### config.mk
export PLATFORM = sky130hd
export DESIGN_NAME = stack_ctrl_fsm
export DESIGN_NICKNAME = d
export VERILOG_FILES = /design/src/rtl/stack_ctrl_fsm.sv
export SDC_FILE = /design/constraint.sdc
export NUM_CORES = 1
export LEC_CHECK = 0
export CAP_MARGIN = 20
export CELL_PAD_IN_SITES_DETAIL_PLACEMENT = 0
export CELL_PAD_IN_SITES_GLOBAL_PLACEMENT = 1
export CORE_ASPECT_RATIO = 0.8
export CORE_MARGIN = 2
export CORE_UTILIZATION = 38
export CTS_BUF_LIST = sky130_fd_sc_hd__clkbuf_16
export CTS_CLUSTER_SIZE = 16
export DETAILED_ROUTE_END_ITERATION = 16
export PLACE_DENSITY_LB_ADDON = 0.1
export SKIP_CTS_REPAIR_TIMING = 1
export SYNTH_ARGS = -nofsm -noshare
export SYNTH_HDL_FRONTEND = slang
export SYNTH_SLANG_ARGS = --single-unit
### constraint.sdc
create_clock -name clk -period 3.58 [get_ports clk]
set_input_delay 0.358 -clock clk [delete_from_list [all_inputs] [get_ports clk]]
set_output_delay 0.358 -clock clk [all_outputs]
set_load 0.03 [all_outputs]
### src/rtl/stack_ctrl_fsm.sv
// stack_ctrl_fsm: multicycle control FSM for the stack-machine CPU.
// Decodes a 4-bit opcode space (plus optional high bits, which are illegal),
// sequences the datapath strobes, waits on a memory-ready handshake, tracks
// stack occupancy and traps on underflow, overflow and illegal opcodes.
module stack_ctrl_fsm #(
    parameter int OPW   = 4,
    parameter int DEPTH = 16,
    parameter int SPW   = $clog2(DEPTH + 1)
) (
    input  logic           clk,
    input  logic           rst,
    input  logic [OPW-1:0] opcode,
    input  logic           mem_ready,
    output logic           PCWrite,
    output logic           PCJZ,
    output logic           AdrSrc,
    output logic           MemWrite,
    output logic           IRWrite,
    output logic           DataSelect,
    output logic           push,
    output logic           pop,
    output logic           tos,
    output logic           AWrite,
    output logic           ALUSrcA,
    output logic           ALUSrcB,
    output logic           PCSrc,
    output logic [2:0]     ALUControl,
    output logic [SPW-1:0] sp_count,
    output logic           retire,
    output logic           halted,
    output logic           trap,
    output logic [1:0]     trap_code
);

    typedef enum logic [3:0] {
        S_FETCH, S_DECODE, S_BIN_POP, S_BIN_EXEC, S_BIN_PUSH, S_UN_EXEC,
        S_UN_PUSH, S_MEM_RD, S_MEM_WB, S_MEM_WR, S_JMP, S_JZ, S_DUP_LD,
        S_DUP_PUSH, S_HALT, S_TRAP
    } state_t;

    localparam logic [1:0] TC_UNDER   = 2'b01;
    localparam logic [1:0] TC_OVER    = 2'b10;
    localparam logic [1:0] TC_ILLEGAL = 2'b11;

    state_t         r_state;
    state_t         w_next;
    logic [SPW-1:0] r_sp;
    logic [1:0]     r_trap_code;

    logic [3:0] w_op_lo;
    logic       w_high_set;
    logic       w_is_bin, w_is_not, w_is_push, w_is_pop;
    logic       w_is_jmp, w_is_jz, w_is_dup, w_is_halt, w_illegal;
    logic       w_underflow, w_overflow;
    logic [1:0] w_fault_code;
    logic       w_fault;

    assign w_op_lo = opcode[3:0];

    // Any bit above the 4-bit opcode field makes the instruction illegal.
    generate
        if (OPW > 4) begin : g_wide_op
            assign w_high_set = |opcode[OPW-1:4];
        end else begin : g_narrow_op
            assign w_high_set = 1'b0;
        end
    endgenerate

    // Classify the opcode; codes 11..14 fall through as illegal.
    always_comb begin
        w_is_bin  = 1'b0;
        w_is_not  = 1'b0;
        w_is_push = 1'b0;
        w_is_pop  = 1'b0;
        w_is_jmp  = 1'b0;
        w_is_jz   = 1'b0;
        w_is_dup  = 1'b0;
        w_is_halt = 1'b0;
        if (!w_high_set) begin
            case (w_op_lo)
                4'd0, 4'd1, 4'd2, 4'd8, 4'd9: w_is_bin  = 1'b1;
                4'd3:                         w_is_not  = 1'b1;
                4'd4:                         w_is_push = 1'b1;
                4'd5:                         w_is_pop  = 1'b1;
                4'd6:                         w_is_jmp  = 1'b1;
                4'd7:                         w_is_jz   = 1'b1;
                4'd10:                        w_is_dup  = 1'b1;
                4'd15:                        w_is_halt = 1'b1;
                default: ;
            endcase
        end
    end

    assign w_illegal = !(w_is_bin | w_is_not | w_is_push | w_is_pop |
                         w_is_jmp | w_is_jz | w_is_dup | w_is_halt);

    // Binary ops need two operands, the other consumers need one.
    assign w_underflow = (w_is_bin && (r_sp < SPW'(2))) ||
                         ((w_is_not || w_is_pop || w_is_jz || w_is_dup) &&
                          (r_sp == '0));
    assign w_overflow  = (w_is_push || w_is_dup) && (r_sp == SPW'(DEPTH));

    // Fault priority: illegal beats underflow beats overflow.
    always_comb begin
        w_fault_code = 2'b00;
        if (w_illegal)        w_fault_code = TC_ILLEGAL;
        else if (w_underflow) w_fault_code = TC_UNDER;
        else if (w_overflow)  w_fault_code = TC_OVER;
    end

    assign w_fault = (w_fault_code != 2'b00);

    // State register; reset aborts any instruction in flight.
    always_ff @(posedge clk or posedge rst) begin
        if (rst) r_state <= S_FETCH;
        else     r_state <= w_next;
    end

    // Next-state logic: memory states stall on mem_ready, HALT/TRAP absorb.
    always_comb begin
        w_next = r_state;
        case (r_state)
            S_FETCH:    if (mem_ready) w_next = S_DECODE;
            S_DECODE: begin
                if (w_fault)        w_next = S_TRAP;
                else if (w_is_bin)  w_next = S_BIN_POP;
                else if (w_is_not)  w_next = S_UN_EXEC;
                else if (w_is_push) w_next = S_MEM_RD;
                else if (w_is_pop)  w_next = S_MEM_WR;
                else if (w_is_jmp)  w_next = S_JMP;
                else if (w_is_jz)   w_next = S_JZ;
                else if (w_is_dup)  w_next = S_DUP_LD;
                else                w_next = S_HALT;
            end
            S_BIN_POP:  w_next = S_BIN_EXEC;
            S_BIN_EXEC: w_next = S_BIN_PUSH;
            S_BIN_PUSH: w_next = S_FETCH;
            S_UN_EXEC:  w_next = S_UN_PUSH;
            S_UN_PUSH:  w_next = S_FETCH;
            S_MEM_RD:   if (mem_ready) w_next = S_MEM_WB;
            S_MEM_WB:   w_next = S_FETCH;
            S_MEM_WR:   if (mem_ready) w_next = S_FETCH;
            S_JMP:      w_next = S_FETCH;
            S_JZ:       w_next = S_FETCH;
            S_DUP_LD:   w_next = S_DUP_PUSH;
            S_DUP_PUSH: w_next = S_FETCH;
            S_HALT:     w_next = S_HALT;
            S_TRAP:     w_next = S_TRAP;
            default:    w_next = S_FETCH;
        endcase
    end

    // Datapath strobes, decoded from state, opcode and mem_ready.
    always_comb begin
        PCWrite    = 1'b0;
        PCJZ       = 1'b0;
        AdrSrc     = 1'b0;
        MemWrite   = 1'b0;
        IRWrite    = 1'b0;
        DataSelect = 1'b0;
        push       = 1'b0;
        pop        = 1'b0;
        tos        = 1'b0;
        AWrite     = 1'b0;
        ALUSrcA    = 1'b0;
        ALUSrcB    = 1'b0;
        PCSrc      = 1'b0;
        ALUControl = 3'b000;
        retire     = 1'b0;
        case (r_state)
            S_FETCH: begin
                IRWrite = mem_ready;
                PCWrite = mem_ready;
            end
            S_DECODE: begin
                // A faulting instruction must leave the stack untouched.
                if (!w_fault) begin
                    pop = w_is_bin | w_is_not | w_is_pop;
                    tos = w_is_jz | w_is_dup;
                end
            end
            S_BIN_POP: begin
                pop    = 1'b1;
                AWrite = 1'b1;
            end
            S_BIN_EXEC: begin
                ALUSrcA = 1'b1;
                ALUSrcB = 1'b1;
                case (w_op_lo)
                    4'd1:    ALUControl = 3'b001;
                    4'd2:    ALUControl = 3'b010;
                    4'd8:    ALUControl = 3'b100;
                    4'd9:    ALUControl = 3'b101;
                    default: ALUControl = 3'b000;
                endcase
            end
            S_BIN_PUSH, S_UN_PUSH: begin
                push   = 1'b1;
                retire = 1'b1;
            end
            S_UN_EXEC: begin
                ALUSrcB    = 1'b1;
                ALUControl = 3'b011;
            end
            S_MEM_RD: AdrSrc = 1'b1;
            S_MEM_WB: begin
                DataSelect = 1'b1;
                push       = 1'b1;
                retire     = 1'b1;
            end
            S_MEM_WR: begin
                AdrSrc   = 1'b1;
                MemWrite = 1'b1;
                retire   = mem_ready;
            end
            S_JMP: begin
                PCSrc   = 1'b1;
                PCWrite = 1'b1;
                retire  = 1'b1;
            end
            S_JZ: begin
                PCSrc  = 1'b1;
                PCJZ   = 1'b1;
                retire = 1'b1;
            end
            S_DUP_LD: AWrite = 1'b1;
            S_DUP_PUSH: begin
                ALUSrcA    = 1'b1;
                ALUControl = 3'b110;
                push       = 1'b1;
                retire     = 1'b1;
            end
            default: ;
        endcase
    end

    // Occupancy counter; the DECODE fault checks keep it within 0..DEPTH.
    always_ff @(posedge clk or posedge rst) begin
        if (rst)       r_sp <= '0;
        else if (push) r_sp <= r_sp + SPW'(1);
        else if (pop)  r_sp <= r_sp - SPW'(1);
    end

    // Capture the fault cause as the FSM enters TRAP.
    always_ff @(posedge clk or posedge rst) begin
        if (rst)                                r_trap_code <= 2'b00;
        else if (r_state == S_DECODE && w_fault) r_trap_code <= w_fault_code;
    end

    assign sp_count  = r_sp;
    assign trap_code = r_trap_code;
    assign halted    = (r_state == S_HALT);
    assign trap      = (r_state == S_TRAP);

endmodule

# Word-level counts from Yosys, hierarchy flattened
# Index checks and enable logic that the tools add are counted.
classes:
  addsub: 2
  order_cmp: 1
  n_eq_ne: 30
  n_mux: 43
  bitwise: 9
  n_reduce_logical: 23
ops:
  columns: ["operator", "count"]
  rows:
  - ["4-bit == test (second input constant)", 12]
  - ["4-bit one-hot mux with 11 select lines", 1]
  - ["4-bit by 3-bit == test with 1-bit output (second input constant)", 8]
  - ["4-bit two-way mux", 7]
  - ["1-bit two-way mux", 21]
  - ["4-bit by 2-bit == test with 1-bit output (second input constant)", 4]
  - ["3-bit one-hot mux with 4 select lines", 1]
  - ["5-bit two-way mux", 2]
  - ["2-bit OR reduction", 5]
  - ["3-bit two-way mux", 3]
  - ["1-bit bitwise OR", 9]
  - ["3-bit one-hot mux with 3 select lines", 1]
  - ["4-bit by 1-bit == test with 1-bit output (second input constant)", 2]
  - ["4-bit zero test", 2]
  - ["2-bit two-way mux", 4]
  - ["2-bit != test (second input constant)", 3]
  - ["1-bit one-hot mux with 2 select lines", 3]
  - ["6-bit OR reduction", 1]
  - ["5-bit by 1-bit adder with 5-bit output (second input constant)", 1]
  - ["5-bit == test (second input constant)", 1]
  - ["5-bit zero test", 1]
  - ["1-bit logical OR", 5]
  - ["5-bit by 2-bit < comparator with 1-bit output (second input constant)", 1]
  - ["5-bit OR reduction", 1]
  - ["5 further kinds", 9]
word_totals:
  regBits: 11
  inputBits: 7
  out_inout_bits: 26
  word_cells: 111

# Logic depth before layout (Yosys ltp)
logic_depth:
  ltp_word: 16
  ltp_mapped: 11
  depth_no_buf: 10

# Least setup slack after synthesis
# OpenSTA, ideal clock, no wires.
synth_path:
  path_kind: "reg2out"
  from: "register r_sp[0] (netlist: sp_count[0])"
  to: "output port pop"
  arrival_ps: 2073
  t_required_ps: 3222
  path_slack_ps: 1149
  path_stages_with_launch: 6
  path_buffers: 0
  path_cell_list: "dfrtp_1 -> clkinv_1 -> a22o_1 -> and2_1 -> or3_1 -> a211oi_2"
synth_between:
  elab_chain_cells: 8
  elab_cells_between_ends: 13
  cone_classes: "order compare (1); eq/ne (1); mux (5); reduce/logical (6)"
synth_rtl:
  columns: ["element", "line_no", "rtl"]
  rows:
  - ["from (decl)", "47", "logic [SPW-1:0] r_sp;"]
  - ["from (signal assigned)", "240", "else if (push) r_sp <= r_sp + SPW'(1);"]
  - ["from (signal assigned)", "241", "else if (pop) r_sp <= r_sp - SPW'(1);"]
  - ["5-bit by 2-bit < comparator with 1-bit output, or another cell as far along", "98", "assign w_underflow = (w_is_bin && (r_sp < SPW'(2))) ||"]
  - ["1-bit logical AND, on equally long branches", "98, 101, 99", null]
  - ["1-bit logical OR / 2-bit two-way mux (equally long branches)", "98, 108", null]
  - ["2-bit two-way mux *", "107", "else if (w_underflow) w_fault_code = TC_UNDER;"]
  - ["2-bit two-way mux *", "106", "if (w_illegal) w_fault_code = TC_ILLEGAL;"]
  - ["2-bit nonzero test *", "111", "assign w_fault = (w_fault_code != 2'b00);"]
  - ["1-bit two-way mux *", "177", "if (!w_fault) begin"]
  - ["1-bit one-hot mux with 2 select lines *", "170", "case (r_state)"]
  - ["to (decl)", "21", "output logic pop,"]
# Every way passes the cells marked *; elsewhere a longest branch is shown, timed or not.

# Worst setup path after layout
layout_path:
  from: "input port opcode[2]"
  to: "output port pop"
layout_between:
  elab_chain_cells: 14
  elab_cells_between_ends: 43
  cone_classes: "eq/ne (11); mux (13); bitwise (8); reduce/logical (11)"
layout_rtl:
  columns: ["element", "line_no", "rtl"]
  rows:
  - ["from (decl)", "12", "input logic [OPW-1:0] opcode,"]
  - ["4-bit == test, or another cell as far along", "80", "case (w_op_lo)"]
  - ["5-bit OR reduction", "80", null]
  - ["1-bit two-way mux", "80", null]
  - ["1-bit bitwise OR", "94, 178", null]
  - ["1-bit bitwise OR (3 in a row)", "94", "assign w_illegal = !(w_is_bin | w_is_not | w_is_push | w_is_pop |"]
  - ["1-bit bitwise OR (3 in a row)", "95", "w_is_jmp | w_is_jz | w_is_dup | w_is_halt);"]
  - ["2-bit two-way mux", "106", null]
  - ["2-bit nonzero test", "111", null]
  - ["1-bit two-way mux *", "177", null]
  - ["1-bit one-hot mux with 2 select lines *", "170", null]
# Marks and branches as above.

==> results.py <==
metrics = {
    "critical_path": {
        "worstSetupPathType": "in2out",
        "worstPathRequired_ns": 3.22,
        "cp_max_fo": 3,
        "endpoint_kind": "output pin",
        "cp-start-kind": "input pin",
        "arrival_ns": 2.77,
    },
    "synth": {
        "synth_nets": 175,
        "ys_seq_area_share_pct": 21.5,
        "ys.flop_type": "dfrtp_1",
        "async_flop_share_pct": 100,
        "synth_edf_count": 0,
        "synth_area_per_cell_sq_um": 7.82,
        "synthDistinctLibCells": 54,
        "yosysWarnings": 0,
        "yosysMostFrequentCell": "nand2_1",
        "synthTopCellsByCount": "nand2_1 (15), o21ai_0 (12), a21oi_1 (11), dfrtp_1 (11)",
        "synth_top_cell_by_area": "dfrtp_1",
        "synth-seq-cells": 11,
        "netlist_instances": 164,
        "synth.area.top_cells": "dfrtp_1 (21%), o21ai_0 (4.7%), nand2_1 (4.4%)",
        "synthesis.area_sq_um": 1280,
        "synth_top_area_share_pct": 21.5,
    },
    "layout": {
        "syn_to_final_growth_pct": 33.6,
        "fillers": 316,
        "final_design_area_no_fill_sq_um": 1710,
        "antenna_cells": 0,
        "nets": 205,
        "drive_gt1_share_pct": 11.9,
    },
    "floorplan": {
        "floorplan.initialDensity_pct": 40.7,
        "die_w_um": 69.0,
        "rows": 18,
        "core_area_sq_um": 3150,
        "ios": 33,
        "dieArea_sq_um": 3860,
        "die_h_um": 56.0,
    },
    "clocking": {
        "clockRootBuffer": "clkbuf_16",
        "numClockSinks": 11,
        "cts_buffers": 3,
        "clk_pin_slew_worst_paths_ns": 0.04,
        "cts_max_level": 1,
        "cts.path.max_buffers": 2,
        "clk_latency_ns": 0.24,
        "cts_tree": "yes",
    },
    "timing": {
        "post-route-period-util_pct": 87.5,
        "setup_viol": 0,
        "fin_ws_ns": 0.448,
        "rsz0062_at_grt": "no",
        "relSlewSlack_pct": 58.6,
        "period_needed_ns": 3.13,
        "tns_ns": 0,
        "hold_violations": 0,
        "max_freq_mhz": 319,
        "worstMarginPinSlew_ns": 0.620,
        "finalMaxSlewViolations": 0,
        "finClkSkew_ns": 0.00147,
    },
    "drt": {
        "drt_pass1_iterations": 4,
        "vias": 1276,
        "routed_wl_um": 3130,
        "drc": 0,
        "final_antenna_net_count": 0,
        "vias_per_cell": 5.48,
        "wl_per_cell_um": 13.4,
        "drt_first_iter_violations": 74,
    },
    "outcome": {
        "status": "complete, no violations",
    },
    "placed_design": {
        "dpl_cell_area_sq_um": 1630,
        "pre_cts_ws_ns": 0.431,
        "port_buffers": 32,
        "place_hpwl_um": 2400,
        "place.gp.congestion": 0.787,
    },
    "global_routing": {
        "grt_max_degree": 26,
        "grt_overflow": 0,
        "grt_usage_pct": 17.8,
        "grt_pass1_vias": 1168,
        "antenna_found_initial": 0,
        "grt_pass1_wl_um": 5340,
    },
    "power": {
        "total_leakage_power_uw": 0.000667,
        "powerDensity_nw_per_um2": 219,
        "ir_worst_vdd_mv": 0.115,
    },
    "worst_hold_path": {
        "min-delay-path-class": "in2async",
    },
    "flow_run": {
        "drv_cap": 0,
    },
}
## through the flow
| step | power, uW | hold WS [ns] | std cells | utilization, % |
|---|---|---|---|---|
| 3_3_place_gp | 179 | 0.461 | 229 | 51.8 |
| 3_5_place_dp | 179 | 0.466 | 229 | 51.8 |
| 6_report | 375 | 0.413 | 233 | 54.3 |
| 4_1_cts | 379 | 0.434 | 233 | 54.3 |
| 5_1_grt | 392 | 0.462 | 233 | 54.3 |
| 2_1_floorplan | 159 | 0.210 | 164 | - |
## path summary, 6_finish.rpt
path                                          start                       end  slack, ns  cells after the start
max                                       opcode[2]                       pop       0.45                      7
min                                             rst  trap_code[0]$_DFFE_PP0P_       0.41                      2
max reg2reg                  r_state[2]$_DFFE_PP0P_   sp_count[4]$_DFFE_PP0P_       0.95                      9
min reg2reg                trap_code[0]$_DFFE_PP0P_  trap_code[0]$_DFFE_PP0P_       0.47                      1
max in group asynchronous                       rst   sp_count[0]$_DFFE_PP0P_       2.89                      2
min in group clk           trap_code[0]$_DFFE_PP0P_  trap_code[0]$_DFFE_PP0P_       0.47                      1
## per-layer routing
metal	vias up	part of all wire, %	GRT usage, %
met3	3	4.9	3.04
met4	0	1.0	5.32
met5	-	0	0
met2	26	44	25.5
met1	596	50	26.9
li1	651	-	-
## final cells by class
type                            count  area (sq um)  area share (%)
Sequential cell                    11           275            16.1
Clock inverter                      1          3.75           0.219
Clock buffer                        3          75.1            4.38
Timing Repair Buffer               38           365            21.3
Tap cell                           40          50.0            2.92
Multi-Input combinational cell    134           921            53.8
Inverter                            6          22.5            1.31
## cells by family after synthesis
| kind of cell | count (synthesis) | share of synthesized area (%) |
|---|---|---|
| AOI/OAI and AO/OA | 44 | 23.2 |
| buffers and inverters | 19 | 6.73 |
| xor gates and xnor gates | 6 | 4.10 |
| and+or+nand+nor | 73 | 33.7 |
| adders and majority gates | 4 | 4.49 |
| DFF | 11 | 21.5 |
| muxes | 7 | 6.34 |
## layout by cell type, fill, tap and decap left out, drive strengths merged, types with 7 or more instances in the layout
master	Yosys	routed
nand3	7	7
nor2	10	10
o21ai	14	14
nor2b	9	9
clkdlybuf4s50	0	32
a21oi	11	11
nand2	16	16
dfrtp	11	11
## sequential cells by signal (all words and copies together), names as in the netlist
name       count
sp_count       5
r_state        4
trap_code      2
## critical path: stages
cell	delay [ns]
clkdlybuf4s50_1	0.52
mux2i_1	0.09
a22o_1	0.29
and2_1	0.21
or3_1	0.38
a211oi_2	0.23
clkdlybuf4s50_1	0.70
## report_power, final
part	switching, uW	total (uW)	internal, uW
Clock	51.6	198	146
Sequential	1.92	128	127
Combinational	27.7	49.2	21.5
Power figures use the tool's default switching activity.
